===== config.mk =====
export PLATFORM = sky130hd
export DESIGN_NAME = decode_stage
export DESIGN_NICKNAME = d
export VERILOG_FILES = /design/src/rtl/decode_stage.sv
export SDC_FILE = /design/constraint.sdc
export NUM_CORES = 1
export LEC_CHECK = 0
export CAP_MARGIN = 20
export CORE_UTILIZATION = 42
export CTS_CLUSTER_SIZE = 8
export DETAILED_ROUTE_END_ITERATION = 8
export HOLD_SLACK_MARGIN = 0.03
export PLACE_DENSITY = 0.76
export REMOVE_ABC_BUFFERS = 1
export SLEW_MARGIN = 10
export SYNTH_ARGS = -nofsm -noshare
export SYNTH_HDL_FRONTEND = slang
export SYNTH_SLANG_ARGS = --single-unit
export TNS_END_PERCENT = 100

===== constraint.sdc =====
create_clock -name clk -period 0.97 [get_ports clk]
set_input_delay 0.1455 -clock clk [delete_from_list [all_inputs] [get_ports clk]]
set_output_delay 0.1455 -clock clk [all_outputs]
set_load 0.05 [all_outputs]

===== src/rtl/decode_stage.sv =====
// LC-3 decode stage: registers the fetched instruction and NPC and derives the
// execute, writeback and memory control words, the instruction class and an illegal flag.
module decode_stage #(
    parameter int              DATA_WIDTH = 16,
    parameter int              ADDR_WIDTH = 16,
    parameter logic [ADDR_WIDTH-1:0] RESET_NPC = '0
) (
    input  logic                  clk,
    input  logic                  reset,
    input  logic                  enable_decode,
    input  logic [DATA_WIDTH-1:0] dout,
    input  logic [ADDR_WIDTH-1:0] npc_in,
    output logic [DATA_WIDTH-1:0] ir,
    output logic [ADDR_WIDTH-1:0] npc_out,
    output logic [5:0]            e_control,
    output logic [1:0]            w_control,
    output logic                  mem_control,
    output logic [1:0]            instr_class,
    output logic                  illegal_op,
    output logic                  decode_valid
);

    localparam logic [3:0] OP_BR  = 4'b0000;
    localparam logic [3:0] OP_ADD = 4'b0001;
    localparam logic [3:0] OP_LD  = 4'b0010;
    localparam logic [3:0] OP_ST  = 4'b0011;
    localparam logic [3:0] OP_AND = 4'b0101;
    localparam logic [3:0] OP_LDR = 4'b0110;
    localparam logic [3:0] OP_STR = 4'b0111;
    localparam logic [3:0] OP_NOT = 4'b1001;
    localparam logic [3:0] OP_LDI = 4'b1010;
    localparam logic [3:0] OP_STI = 4'b1011;
    localparam logic [3:0] OP_JMP = 4'b1100;
    localparam logic [3:0] OP_LEA = 4'b1110;

    localparam logic [1:0] ALU_ADD = 2'b00;
    localparam logic [1:0] ALU_AND = 2'b01;
    localparam logic [1:0] ALU_NOT = 2'b10;

    localparam logic [1:0] PC1_OFF11 = 2'b00;
    localparam logic [1:0] PC1_OFF9  = 2'b01;
    localparam logic [1:0] PC1_OFF6  = 2'b10;
    localparam logic [1:0] PC1_ZERO  = 2'b11;

    localparam logic [1:0] WB_ALU = 2'b00;
    localparam logic [1:0] WB_MEM = 2'b01;
    localparam logic [1:0] WB_PC  = 2'b10;

    localparam logic [1:0] CLS_ALU   = 2'b00;
    localparam logic [1:0] CLS_CTRL  = 2'b01;
    localparam logic [1:0] CLS_LOAD  = 2'b10;
    localparam logic [1:0] CLS_STORE = 2'b11;

    logic [3:0] opcode;
    logic [1:0] pcselect1;
    logic       pcselect2;
    logic [1:0] alu_control;
    logic       op2select;
    logic [1:0] w_next;
    logic       mem_next;
    logic [1:0] class_next;
    logic       illegal_next;

    assign opcode = dout[15:12];

    always_comb begin
        pcselect1    = PC1_OFF11;
        pcselect2    = 1'b0;
        alu_control  = ALU_ADD;
        op2select    = 1'b0;
        w_next       = WB_ALU;
        mem_next     = 1'b0;
        class_next   = CLS_ALU;
        illegal_next = 1'b0;
        unique case (opcode)
            OP_ADD: begin
                alu_control = ALU_ADD;
                op2select   = ~dout[5];
            end
            OP_AND: begin
                alu_control = ALU_AND;
                op2select   = ~dout[5];
            end
            OP_NOT: alu_control = ALU_NOT;
            OP_BR: begin
                pcselect1  = PC1_OFF9;
                pcselect2  = 1'b1;
                class_next = CLS_CTRL;
            end
            OP_JMP: begin
                pcselect1  = PC1_ZERO;
                class_next = CLS_CTRL;
            end
            OP_LD, OP_LDI: begin
                pcselect1  = PC1_OFF9;
                pcselect2  = 1'b1;
                w_next     = WB_MEM;
                mem_next   = (opcode == OP_LDI);
                class_next = CLS_LOAD;
            end
            OP_LDR: begin
                pcselect1  = PC1_OFF6;
                w_next     = WB_MEM;
                class_next = CLS_LOAD;
            end
            OP_LEA: begin
                pcselect1 = PC1_OFF9;
                pcselect2 = 1'b1;
                w_next    = WB_PC;
            end
            OP_ST, OP_STI: begin
                pcselect1  = PC1_OFF9;
                pcselect2  = 1'b1;
                mem_next   = (opcode == OP_STI);
                class_next = CLS_STORE;
            end
            OP_STR: begin
                pcselect1  = PC1_OFF6;
                class_next = CLS_STORE;
            end
            // JSR, RTI, reserved and TRAP are not handled by this pipeline
            default: illegal_next = 1'b1;
        endcase
    end

    always_ff @(posedge clk) begin
        if (!reset) begin
            ir           <= '0;
            npc_out      <= RESET_NPC;
            e_control    <= '0;
            w_control    <= '0;
            mem_control  <= 1'b0;
            instr_class  <= '0;
            illegal_op   <= 1'b0;
            decode_valid <= 1'b0;
        end else begin
            decode_valid <= enable_decode;
            if (enable_decode) begin
                ir          <= dout;
                npc_out     <= npc_in;
                e_control   <= {pcselect1, pcselect2, alu_control, op2select};
                w_control   <= w_next;
                mem_control <= mem_next;
                instr_class <= class_next;
                illegal_op  <= illegal_next;
            end
        end
    end

endmodule


==> run_results.csv <==
group,metric,value,unit
clock_network,clk_latency,0.30,ns
layout,nNetsFinal,295,
clock_network,clock_sink_count,45,
placed_design,buffer_ports.inserted,79,
die,core,4120,um^2
setup_path,critical_path.endpoint_type,"primary output",
setup_path,cp_num_buf_inv,1,
synth,synth-compound-area-share,0.0891,
placed_design,place_ws,-0.518,ns
setup_path,timing_worst_setup_path_type,"flop to primary output",
clock_network,clock_tree_from_tritoncts,"built",
timing,worst_margin_pin_slew,0.236,ns
routing,vias,1569,
synth,dominant_combinational_cell_family_by_area_after_synthesis,"simple AND/OR/NAND/NOR gates",
layout,final-instance-count-excl-fill,310,
worst_hold_path,min_delay_path_depth,3,
synth,synth_xor_area_frac,0,
synth,avgSynthCellArea,10.7,um^2
die,std_cell_rows,23,
placed_design,dpl.hpwl,3240,um
timing,maxSlewHeadroom,0.841,
timing,fin_worst_hold_slack,0.220,ns
synth,post_synth_num_cell_types,29,
flow_run,max_cap_viol_count,0,
routing,routed_wirelength,4660,um
layout,area_growth,81.5,%
timing,setup_viol,0,
setup_path,ff2ff_setup_slack,0.22,ns
timing,final_hold_viol_count,0,
setup_path,worst_ep_arrival,0.81,ns
timing,final.period_utilization,0.985,
die,die-height,68.4,um
setup_path,cell_by_cell_trace_of_the_critical_path,"buf_12",
setup_path,critical_path_required,0.82,ns
global_route,grt_first_pass_wirelength,7040,um
pwr,cellPowerDensity,1360,nW/um^2
placed_design,gpl.final_weighted_congestion,0.749,
layout,layout_commonest_cell,"buf_12",
synth,post_synth_edffs,0,
global_route,grt_overflow,0,
timing,finClkSkew,0,ns
timing,setup_slack,0.0148,ns
setup_path,cp-start-kind,"flop",
synth,netlist_instances,173,
layout,drive_gt1_frac,0.454,
worst_hold_path,hold_path_class,"input port to flop",
routing,drc,0,
global_route,antenna_found_initial,0,
setup_path,cp_top_family,"flip-flops",
die,io_pins,80,
die,initial_core_util,0.451,
clock_network,ctsLongestPathBuffers,2,
synth,proportion_of_synthesized_area_in_mux_cells,0.173,
timing,finalMaxSlewViolations,0,
pwr,irDropWorstVdd,0.00107,V
routing,final_antenna_net_count,0,
synth,post_synth_and_or_nand_nor_area_fraction,0.199,
placed_design,place.detailed.instances,302,
worst_hold_path,worst_hold_startpoint,"dout[14]",
layout,final_design_area_no_fill,3370,um^2
setup_path,worstRegToRegCells,3,
clock_network,clk_transition_reported_paths,0.08,ns
clock_network,clk_root_buffer_cell,"clkbuf_8",
timing,setup_total_negative_slack,0,ns
synth,netlist_area,1850,um^2
worst_hold_path,min_to,"e_control[5]",
timing,max_freq,1050,MHz
clock_network,htree_num_levels,2,
synth,async_flop_share,0,
pwr,cellLeakagePower,0.00139,uW
timing,setup_repair_after_global_routing_missed_its_margin,"yes",
outcome,run_status,"completed",
setup_path,cp_max_fo,2,
global_route,global_route.usage.total,0.211,
clock_network,numCtsBuffers,5,
routing,post_drt_via_cell_ratio,5.06,
layout,most-common-layout-cells,"buf_12 (48), dfxtp_2 (45), nor2b_1 (33)",
global_route,maximum_number_of_pins_on_one_net_before_global_route_repair,34,
routing,routed_wire_length_per_instance,15.0,um
global_route,first_global_vias,1505,
die,die_area,4680,um^2
routing,drtIter0Drc,118,
layout,antenna_cells_inserted,0,
synth,synth_warnings,0,
synth,synthFlopType,"dfxtp_1",
timing,layout_min_cycle_time,0.955,ns
placed_design,placedInstanceArea,3200,um^2
setup_path,reg2reg_to,"npc_out[11]",
routing,drt_pre_antenna_iters,4,
synth,ys_seq_elements,45,
setup_path,crit_slowest_cell,"dfxtp_2",
synth,synthAdderAreaFrac,0,
synth,synth_seq_area_share,0.486,
setup_path,regToRegStartpoint,"npc_out[11]",
setup_path,max_stage_delay,0.37,ns
die,die-width,68.4,um
==> through the flow <==
step                      power (uW)  utilization
after CTS                       4590        0.817
after global routing            4730        0.818
final                           4570        0.818
after global placement          3350        0.779
after detailed placement        3370        0.779
after floorplan                 2590            -
==> state kept, by name (all words and copies together) (netlist names) <==
name          flops
decode_valid      1
e_control         6
illegal_op        1
instr_class       2
ir               16
mem_control       1
npc_out          16
w_control         2
==> cells in the mapped netlist, types with 3 or more instances <==
cell type,count,area (um^2)
dfxtp_1,45,901
nor2b_1,33,206
mux2i_1,32,320
a21boi_1,9,67.6
nand2b_1,8,50.1
buf_2,4,20.0
clkbuf_1,4,15.0
nand2_1,4,15.0
o221a_1,4,45.0
a21oi_1,3,15.0
buf_4,3,22.5
buf_6,3,33.8
nand3_1,3,15.0
nand4_1,3,18.8
==> repair_timing <==
action,in CTS,in global routing
endpoints found under the hold margin,0,0
pin swaps,1,0
setup buffers,0,1
setup endpoints to repair,56,38
hold buffers,0,0
resized for setup,52,3
==> logic make-up after synthesis <==
| family | Yosys count |
|---|---|
| buf+inv | 16 |
| flops | 45 |
| compound gates | 20 |
| simple gates | 60 |
| mux | 32 |
==> metal layers <==
| layer | share of wire | routed length, um | global-route usage |
|---|---|---|---|
| met1 | 0.41 | 1900 | 0.237 |
| met2 | 0.49 | 2290 | 0.331 |
| met3 | 0.089 | 416 | 0.117 |
| met4 | 0.014 | 65 | 0.0807 |
| met5 | 0 | 0 | 0 |
==> layout make-up <==
type / instances / area, um^2
well taps: 50 / 62.6
flip-flops and latches: 45 / 957
clock buffers: 6 / 82.6
fillers: 236 / 749
repair buffers: 94 / 1390
clock inverters: 1 / 7.51
multi-input cells: 112 / 863
inverters: 2 / 7.51
==> worst max-delay path by stage <==
| stage | from | end | cells after the start |
|---|---|---|---|
| 4_1_cts | decode_valid | decode_valid | 1 |
| 6_report | e_control[0] | e_control[0] | 1 |
| 5_1_grt | npc_out[9] | npc_out[9] | 1 |
| 3_3_place_gp | dout[14] | illegal_op | 4 |
| 2_1_floorplan | e_control[3] | e_control[3] | 1 |
| 3_5_place_dp | dout[14] | instr_class[0] | 4 |
==> report_power, final <==
group / leakage, uW / total, uW / switching (uW) / internal (uW)
clock: 0.0000433 / 1210 / 649 / 564
combinational: 0.000955 / 1280 / 599 / 681
sequential: 0.000387 / 2080 / 106 / 1970
(Power assumes the default switching activity.)
